**src/rtl/pipe_hazard_tracker.sv**
```systemverilog
// pipe_hazard_tracker
// -------------------
// Hazard, forwarding and stall/flush controller for the in-order KGP-RISC
// pipeline. The block keeps its own shadow copy of the post-ID stages as a
// shift register of (valid, dest, regwrite, is_load) entries. Stage 0 is EX
// and stage STAGES-1 is WB. Every ID source operand is compared against
// every stage, so RAW hazards are resolved for any number of operands and
// any pipeline depth.
//
// Optional feature macro: HAZARD_PERF_CNT_EN
//   defined   -> saturating stall and flush event counters are built
//   undefined -> no counter flops; stall_cnt and flush_cnt read as 0
//
// Ports
//   clk           rising-edge clock
//   reset         asynchronous active-low reset
//   freeze        global hold; no state advances
//   id_valid      ID holds a real instruction
//   id_src        NSRC packed source addresses, operand i at [i*REG_AW +: REG_AW]
//   id_src_used   per-operand "operand is read"
//   id_dest       ID destination register
//   id_regwrite   ID instruction writes a register
//   id_is_load    ID instruction is a load
//   branch_taken  ID resolved a taken branch/jump
//   fwd_sel       per-operand select: 0 = register file, k+1 = stage k
//   stall         load-use hazard present
//   pc_write      PC may update
//   if_id_write   IF/ID latch may update
//   if_flush      squash the instruction being fetched
//   id_bubble     the entry entering EX this edge is a bubble
//   stall_cnt     saturating count of stall cycles
//   flush_cnt     saturating count of flush cycles
//
// Handshake note: there is no valid/ready pair here. id_valid qualifies the
// ID instruction; pc_write/if_id_write are the "ready" back to fetch, and the
// ID instruction is accepted into EX on an edge where ~stall & ~freeze.
module pipe_hazard_tracker #(
  parameter int REG_AW     = 5,
  parameter int STAGES     = 3,
  parameter int NSRC       = 2,
  parameter int LOAD_STAGE = 1,
  parameter int CNT_W      = 16,
  localparam int SELW      = $clog2(STAGES + 1)
) (
  input  logic                     clk,
  input  logic                     reset,
  input  logic                     freeze,
  input  logic                     id_valid,
  input  logic [NSRC*REG_AW-1:0]   id_src,
  input  logic [NSRC-1:0]          id_src_used,
  input  logic [REG_AW-1:0]        id_dest,
  input  logic                     id_regwrite,
  input  logic                     id_is_load,
  input  logic                     branch_taken,
  output logic [NSRC*SELW-1:0]     fwd_sel,
  output logic                     stall,
  output logic                     pc_write,
  output logic                     if_id_write,
  output logic                     if_flush,
  output logic                     id_bubble,
  output logic [CNT_W-1:0]         stall_cnt,
  output logic [CNT_W-1:0]         flush_cnt
);

  // Stage shadow: index 0 = EX (youngest), STAGES-1 = WB (oldest).
  logic [STAGES-1:0]             valid_q, valid_d;
  logic [STAGES-1:0]             rw_q,    rw_d;
  logic [STAGES-1:0]             ld_q,    ld_d;
  logic [STAGES-1:0][REG_AW-1:0] dest_q,  dest_d;

  // Per-operand match results.
  logic [NSRC-1:0][SELW-1:0] sel_c;
  logic [NSRC-1:0]           ld_hit_c;

  // Search oldest to youngest so that the youngest match overwrites any
  // older one; that gives the most recent producer priority.
  always_comb begin
    sel_c    = '0;
    ld_hit_c = '0;
    for (int i = 0; i < NSRC; i++) begin
      for (int k = STAGES - 1; k >= 0; k--) begin
        if (valid_q[k] && rw_q[k] && id_valid && id_src_used[i] &&
            (dest_q[k] == id_src[i*REG_AW +: REG_AW]) &&
            (dest_q[k] != '0)) begin
          sel_c[i]    = SELW'(k + 1);
          // Load data is not available yet in stages before LOAD_STAGE.
          ld_hit_c[i] = ld_q[k] && (k < LOAD_STAGE);
        end
      end
    end
  end

  // Control outputs. Stall wins over a taken branch: while stalled the
  // branch operands are not yet valid, so its decision cannot be trusted.
  always_comb begin
    fwd_sel = '0;
    for (int i = 0; i < NSRC; i++) begin
      fwd_sel[i*SELW +: SELW] = sel_c[i];
    end
    stall       = |ld_hit_c;
    pc_write    = ~stall & ~freeze;
    if_id_write = ~stall & ~freeze;
    if_flush    = branch_taken & ~stall & ~freeze;
    id_bubble   = stall | ~id_valid;
  end

  // Stage shift; a stalled ID instruction enters EX as a bubble.
  always_comb begin
    valid_d = valid_q;
    rw_d    = rw_q;
    ld_d    = ld_q;
    dest_d  = dest_q;
    if (!freeze) begin
      valid_d = {valid_q[STAGES-2:0], id_valid & ~stall};
      rw_d    = {rw_q[STAGES-2:0],    id_regwrite};
      ld_d    = {ld_q[STAGES-2:0],    id_is_load};
      dest_d  = {dest_q[STAGES-2:0],  id_dest};
    end
  end

  always_ff @(posedge clk or negedge reset) begin
    if (!reset) begin
      valid_q <= '0;
      rw_q    <= '0;
      ld_q    <= '0;
      dest_q  <= '0;
    end else begin
      valid_q <= valid_d;
      rw_q    <= rw_d;
      ld_q    <= ld_d;
      dest_q  <= dest_d;
    end
  end

`ifdef HAZARD_PERF_CNT_EN
  logic [CNT_W-1:0] stall_cnt_q, stall_cnt_d;
  logic [CNT_W-1:0] flush_cnt_q, flush_cnt_d;

  // Saturating increments; the counters stick at all-ones.
  always_comb begin
    stall_cnt_d = stall_cnt_q;
    flush_cnt_d = flush_cnt_q;
    if (stall && !freeze && (stall_cnt_q != '1)) begin
      stall_cnt_d = stall_cnt_q + 1'b1;
    end
    if (if_flush && (flush_cnt_q != '1)) begin
      flush_cnt_d = flush_cnt_q + 1'b1;
    end
  end

  always_ff @(posedge clk or negedge reset) begin
    if (!reset) begin
      stall_cnt_q <= '0;
      flush_cnt_q <= '0;
    end else begin
      stall_cnt_q <= stall_cnt_d;
      flush_cnt_q <= flush_cnt_d;
    end
  end

  assign stall_cnt = stall_cnt_q;
  assign flush_cnt = flush_cnt_q;
`else
  assign stall_cnt = '0;
  assign flush_cnt = '0;
`endif

endmodule

```
**config.mk**
```make
export PLATFORM = sky130hd
export DESIGN_NAME = pipe_hazard_tracker
export DESIGN_NICKNAME = d
export VERILOG_FILES = /design/src/rtl/pipe_hazard_tracker.sv
export SDC_FILE = /design/constraint.sdc
export NUM_CORES = 1
export LEC_CHECK = 0
export ABC_AREA = 1
export ABC_CLOCK_PERIOD_IN_PS = 1800
export CELL_PAD_IN_SITES_DETAIL_PLACEMENT = 0
export CELL_PAD_IN_SITES_GLOBAL_PLACEMENT = 1
export CORE_ASPECT_RATIO = 0.7
export CORE_MARGIN = 4
export CORE_UTILIZATION = 40
export DETAILED_ROUTE_END_ITERATION = 8
export DONT_BUFFER_PORTS = 1
export PLACE_DENSITY = 0.78
export SETUP_SLACK_MARGIN = 0.15
export SYNTH_ARGS = -nofsm -noshare
export SYNTH_HDL_FRONTEND = slang
export SYNTH_SLANG_ARGS = --single-unit
export TNS_END_PERCENT = 50
```
**constraint.sdc**
```tcl
create_clock -name clk -period 1.8 [get_ports clk]
set_clock_uncertainty 0.15 [all_clocks]
set_input_delay 0.09 -clock clk [delete_from_list [all_inputs] [get_ports clk]]
set_output_delay 0.09 -clock clk [all_outputs]
set_load 0.01 [all_outputs]
```
; Yosys cells after proc, flatten, opt, wreduce, memory -nomap -nowiden
; Cells that the tools add are included.
; Widths: inputs -> output; s select.
[totals]
regBits = 22
input_bits = 24
out_inout_bits = 41
elab_cells = 56
[classes]
eq_ne = 6
muxes = 8
bitwise = 8
reduce_logical = 28
[ops]
columns = operator, count
row1 = $eq 5x5->1, 6
row2 = $logic_and 1x1->1, 24
row3 = $reduce_bool 5->1, 3
row4 = $mux 2, 6
row5 = $and 1x1->1, 4
row6 = $not 1->1, 3
row7 = $mux 1, 2
row8 = $reduce_or 2->1, 1
row9 = $or 1x1->1, 1

; Depth between registers and ports, before layout
[logic_depth]
word_depth = 10
depth_mapped = 10
depth_no_buf = 10

; Worst setup path before layout
; Ideal clock, no wire load.
[synth_path]
kind = reg2out
from = register dest_q[1] in the netlist's numbering
to = output pc_write
t_arrival_ns = 1.350
required_ns = 1.560
path_slack_ns = 0.210
path_stages_with_launch = 11
path_cell_list = dfrtp_1 inv_2 nand2_1 nor2_2 nor2_1 nand3_2 nand2_2 nand2_2 inv_2 nor2_1 buf_4
[synth_between]
elab_chain_cells = 7
elab_cells_between_ends = 12
classes_between = 2 x eq/ne / 2 x mux / 2 x bitwise / 6 x reduce/logical
[synth_rtl]
columns = element, line_no
row1 = from (decl), 69  ; logic [STAGES-1:0][REG_AW-1:0] dest_q, dest_d;
row2 = from (signal assigned), 131  ; dest_q <= dest_d;
row3 = $eq 5x5->1, 83  ; (dest_q[k] == id_src[i*REG_AW +: REG_AW]) &&
row4 = $logic_and 1x1->1, 82  ; if (valid_q[k] && rw_q[k] && id_valid && id_src_used[i] &&
row5 = $logic_and 1x1->1, 83
row6 = $mux 1, 82
row7 = $reduce_or 2->1 *, 100  ; stall = |ld_hit_c;
row8 = named net stall, 56  ; output logic stall,
row9 = $not 1->1 *, n/a
row10 = $and 1x1->1 *, n/a
row11 = to (decl), 57  ; output logic pc_write,
; Mark *: on every way through the listed nets, which the timed path passes. The rest lies on a longest branch.

; Worst setup path after layout
[layout_path]
from = register dest_q[0] in the netlist's numbering
to = output pc_write
; The elaborated chain is that of the path after synthesis.

==> out/qor.txt <==
Core Region -> 4040 um^2
Multiplexer share of the synthesized area -> 0%
R2R Setup Slk -> 0.28 ns
Net count reported at finish -> 300
FFs w/ async S/R, synth -> 100%
Hold Path Depth -> 1
All-Layer GR Usage -> 16.7%
DRC -> 0
Status -> complete, no violations
Final setup violation count -> 0
Worst-path clk slew -> 0.08 ns
CP Data Required Time -> 1.56 ns
Unrepaired setup endpoints after global routing -> yes
First-pass GRT wire length -> 6880 um
WP buf/inv -> 3
Largest family of logic cells by synthesized area -> simple AND/OR/NAND/NOR gates
Placed Cells -> 306
Compound-Gate Fraction of Synth Area -> 12.5%
Gate Count Post-Synth -> 259
Die width -> 86.8 um
CP cell instances -> inv_2 -> nand2_1 -> nor2_4 -> nor2_2 -> nand3_2 -> nand2_2 -> nand2_4 -> inv_4 -> nor2_4 -> buf_6
Core Rows -> 19
CTS tree -> built
Max-Cap Viols -> 0
PwrDens -> 654 nW/um^2
XOR/XNOR share of the synthesized area -> 3.53%
Syn-to-layout area delta -> 11.7%
Cell family with most CP delay -> simple AND/OR/NAND/NOR gates
PortBufs -> 0
Clk sink count -> 22
Slew headroom -> 31.8%
Synthesis Warnings -> 0
Actual slew at the worst max-slew pin -> 1.02 ns
Largest area contributor in the netlist -> dfrtp_1
Crit path DAT -> 1.54 ns
Unique cell type count in the Yosys netlist -> 28
Period utilization -> 98.6%
Max Root-Sink Buffers -> 2
Wirelength, routed -> 4540 um
DRT antenna net count -> 0
Total power draw -> 1.27 mW
Crit-path max FO -> 5
Vias -> 1537
Synth Area in Simple Gates -> 29.0%
Stages on worst setup path -> 10
Fmax -> 563 MHz
Top cell type's share of synthesized area -> 31.7%
Die Y-Extent -> 63.1 um
CP endpoint kind -> primary output
Worst r2r path cells -> 10
Worst VDD drop -> 0.000366 V
Layout cells sized above 1 -> 18.6%
Ranking of synthesized cells by area -> dfrtp_1, nand2_1, buf_4, o21ai_1, inv_1
Crit-path most repeated cell -> nor2_4
Total iterations of the first detailed-routing run -> 4
EDFF count, synth -> 0
DR WL/cell -> 13.9 um
Clock H-tree levels -> 1
GP Congestion -> 0.861
Clock period minus worst slack -> 1.78 ns
Leak Pwr -> 0.989 nW
CP startpoint kind -> flip-flop
Starting Density -> 43.0%
Clock root cell -> clkbuf_8
Final Max Slew Viols -> 0
Drt via density -> 4.71
DRT iter0 DRCs -> 123
Global route overflow -> 0
Vias in the first global route -> 1283
Yosys reg bits -> 22
# diodes -> 0
DIE AREA -> 5480 um^2
Setup CP Type -> flip-flop to primary output
Critical Path Max Stage Delay -> 0.42 ns
Largest net degree at the start of global routing -> 27
Hold Crit Class -> primary input to primary output
Synthesized area -> 1740 um^2
Ports -> 65
Sequential share of the synthesized area -> 31.7%
Crit path max-delay cell type -> dfrtp_1
Final hold viol count -> 0
Clk_lat worst skew -> 0.27 ns
Synth Area in Adders -> 0%
Avg Cell Area, Syn -> 6.71 um^2
DP HPWL -> 3440 um
Non-filler instance count after layout -> 326
Initial antenna violation count -> 0
CTS buffer count -> 3
Synth Flop Type -> dfrtp_1
==> path summary, 6_finish.rpt <==
check | from | endpoint
setup / recovery | dest_q[0] | pc_write
hold / removal | freeze | if_flush
setup reg to reg | dest_q[3] | valid_q[0]
hold reg to reg | rw_q[2] | rw_q[2]
max in group asynchronous | reset | dest_q[9]
min in group asynchronous | reset | dest_q[6]
==> state kept, by name, summed over array words and instances (netlist names) <==
signal and flops:
dest_q 15, rw_q 3, valid_q 3, ld_q 1
==> cells in the final DEF, fill, tap and decap left out <==
master          instances
nand2_1                67
conb_1                 32
o21ai_1                22
inv_1                  21
dfrtp_1                20
nor2_1                 15
nand3_1                10
inv_2                  10
dlygate4sd3_1           9
nor2_2                  8
o21ai_0                 7
buf_4                   7
xor2_1                  5
nand2_2                 5
nand3_2                 4
o22ai_1                 3
a21oi_2                 3
clkbuf_8                3
nor3_1                  2
nand4_1                 2
a21oi_1                 2
nor2_4                  2
xnor2_1                 2
inv_4                   2
dfrtp_2                 2
o211ai_1                1
nor3_2                  1
o2111ai_1               1
nand3b_1                1
nor3_4                  1
nand2_4                 1
a21boi_4                1
dlymetal6s4s_1          1
buf_6                   1
==> synth_stat cells, drive strengths merged (3+ instances only) <==
cell type,count
nand2,73
buf,36
inv,33
o21ai,29
nor2,25
dfrtp,22
nand3,14
a21oi,5
xor2,5
nor3,4
o22ai,3
==> worst reg2reg max path: stages (launching register included) <==
cell,delay (ns)
dfrtp_1,0.42
inv_2,0.10
a21oi_2,0.12
nand2_1,0.07
nor2_2,0.09
nand3_2,0.09
nand2_2,0.09
nand2_4,0.07
buf_4,0.13
nand3_1,0.05
nand2_1,0.05
==> power breakdown <==
group / leakage [nW] / switching, mW / internal [mW]
Combinational: 0.697 / 0.214 / 0.130
Sequential: 0.270 / 0.0643 / 0.549
Clock: 0.0216 / 0.164 / 0.150
==> routing by layer <==
metal	vias to the layer above	track usage, %	share of wire [%]
li1	779	-	-
met3	4	3.91	9.4
met2	62	21.5	41
met5	-	0	0
met4	0	4.09	1.0
met1	692	27.0	49
==> final cells by class <==
cell class                      count  area, um^2
Clock buffer                        3        41.3
Fill cell                         451        2100
Inverter                           33         129
Multi-Input combinational cell    198         986
Sequential cell                    22         553
Tap cell                           52        65.1
Timing Repair Buffer               18         166
==> metrics by stage <==
| stage | utilization, % | instance area [um^2] | setup slack, ns | hold slack [ns] | setup TNS (ns) |
|---|---|---|---|---|---|
| 6_report | 48.0 | 1940 | 0.0249 | 0.0660 | 0 |
| 5_1_grt | 48.0 | 1940 | -0.104 | 0.0665 | -0.292 |
| 4_1_cts | 46.6 | 1880 | -0.0499 | 0.0833 | -0.0998 |
| 3_5_place_dp | 40.8 | 1650 | 0.202 | -0.355 | 0 |
| 3_3_place_gp | 40.8 | 1650 | 0.192 | -0.355 | 0 |
| 2_1_floorplan | - | 1850 | 0.210 | -0.356 | 0 |
==> cells by family after synthesis <==
group / count (synthesis)
and+or+nand+nor: 119
xor gates and xnor gates: 7
other: 1
buffers and inverters: 70
AOI/OAI and AO/OA: 40
DFF: 22
==> repair_timing <==
action,4_1_cts,5_1_grt
endpoints found under the setup margin,9,22
endpoints found under the hold margin,44,0
gates resized for setup,19,14
buffers inserted,5,2
hold buffers,10,0
pin swaps,19,13
Power figures use the tool's default switching activity.
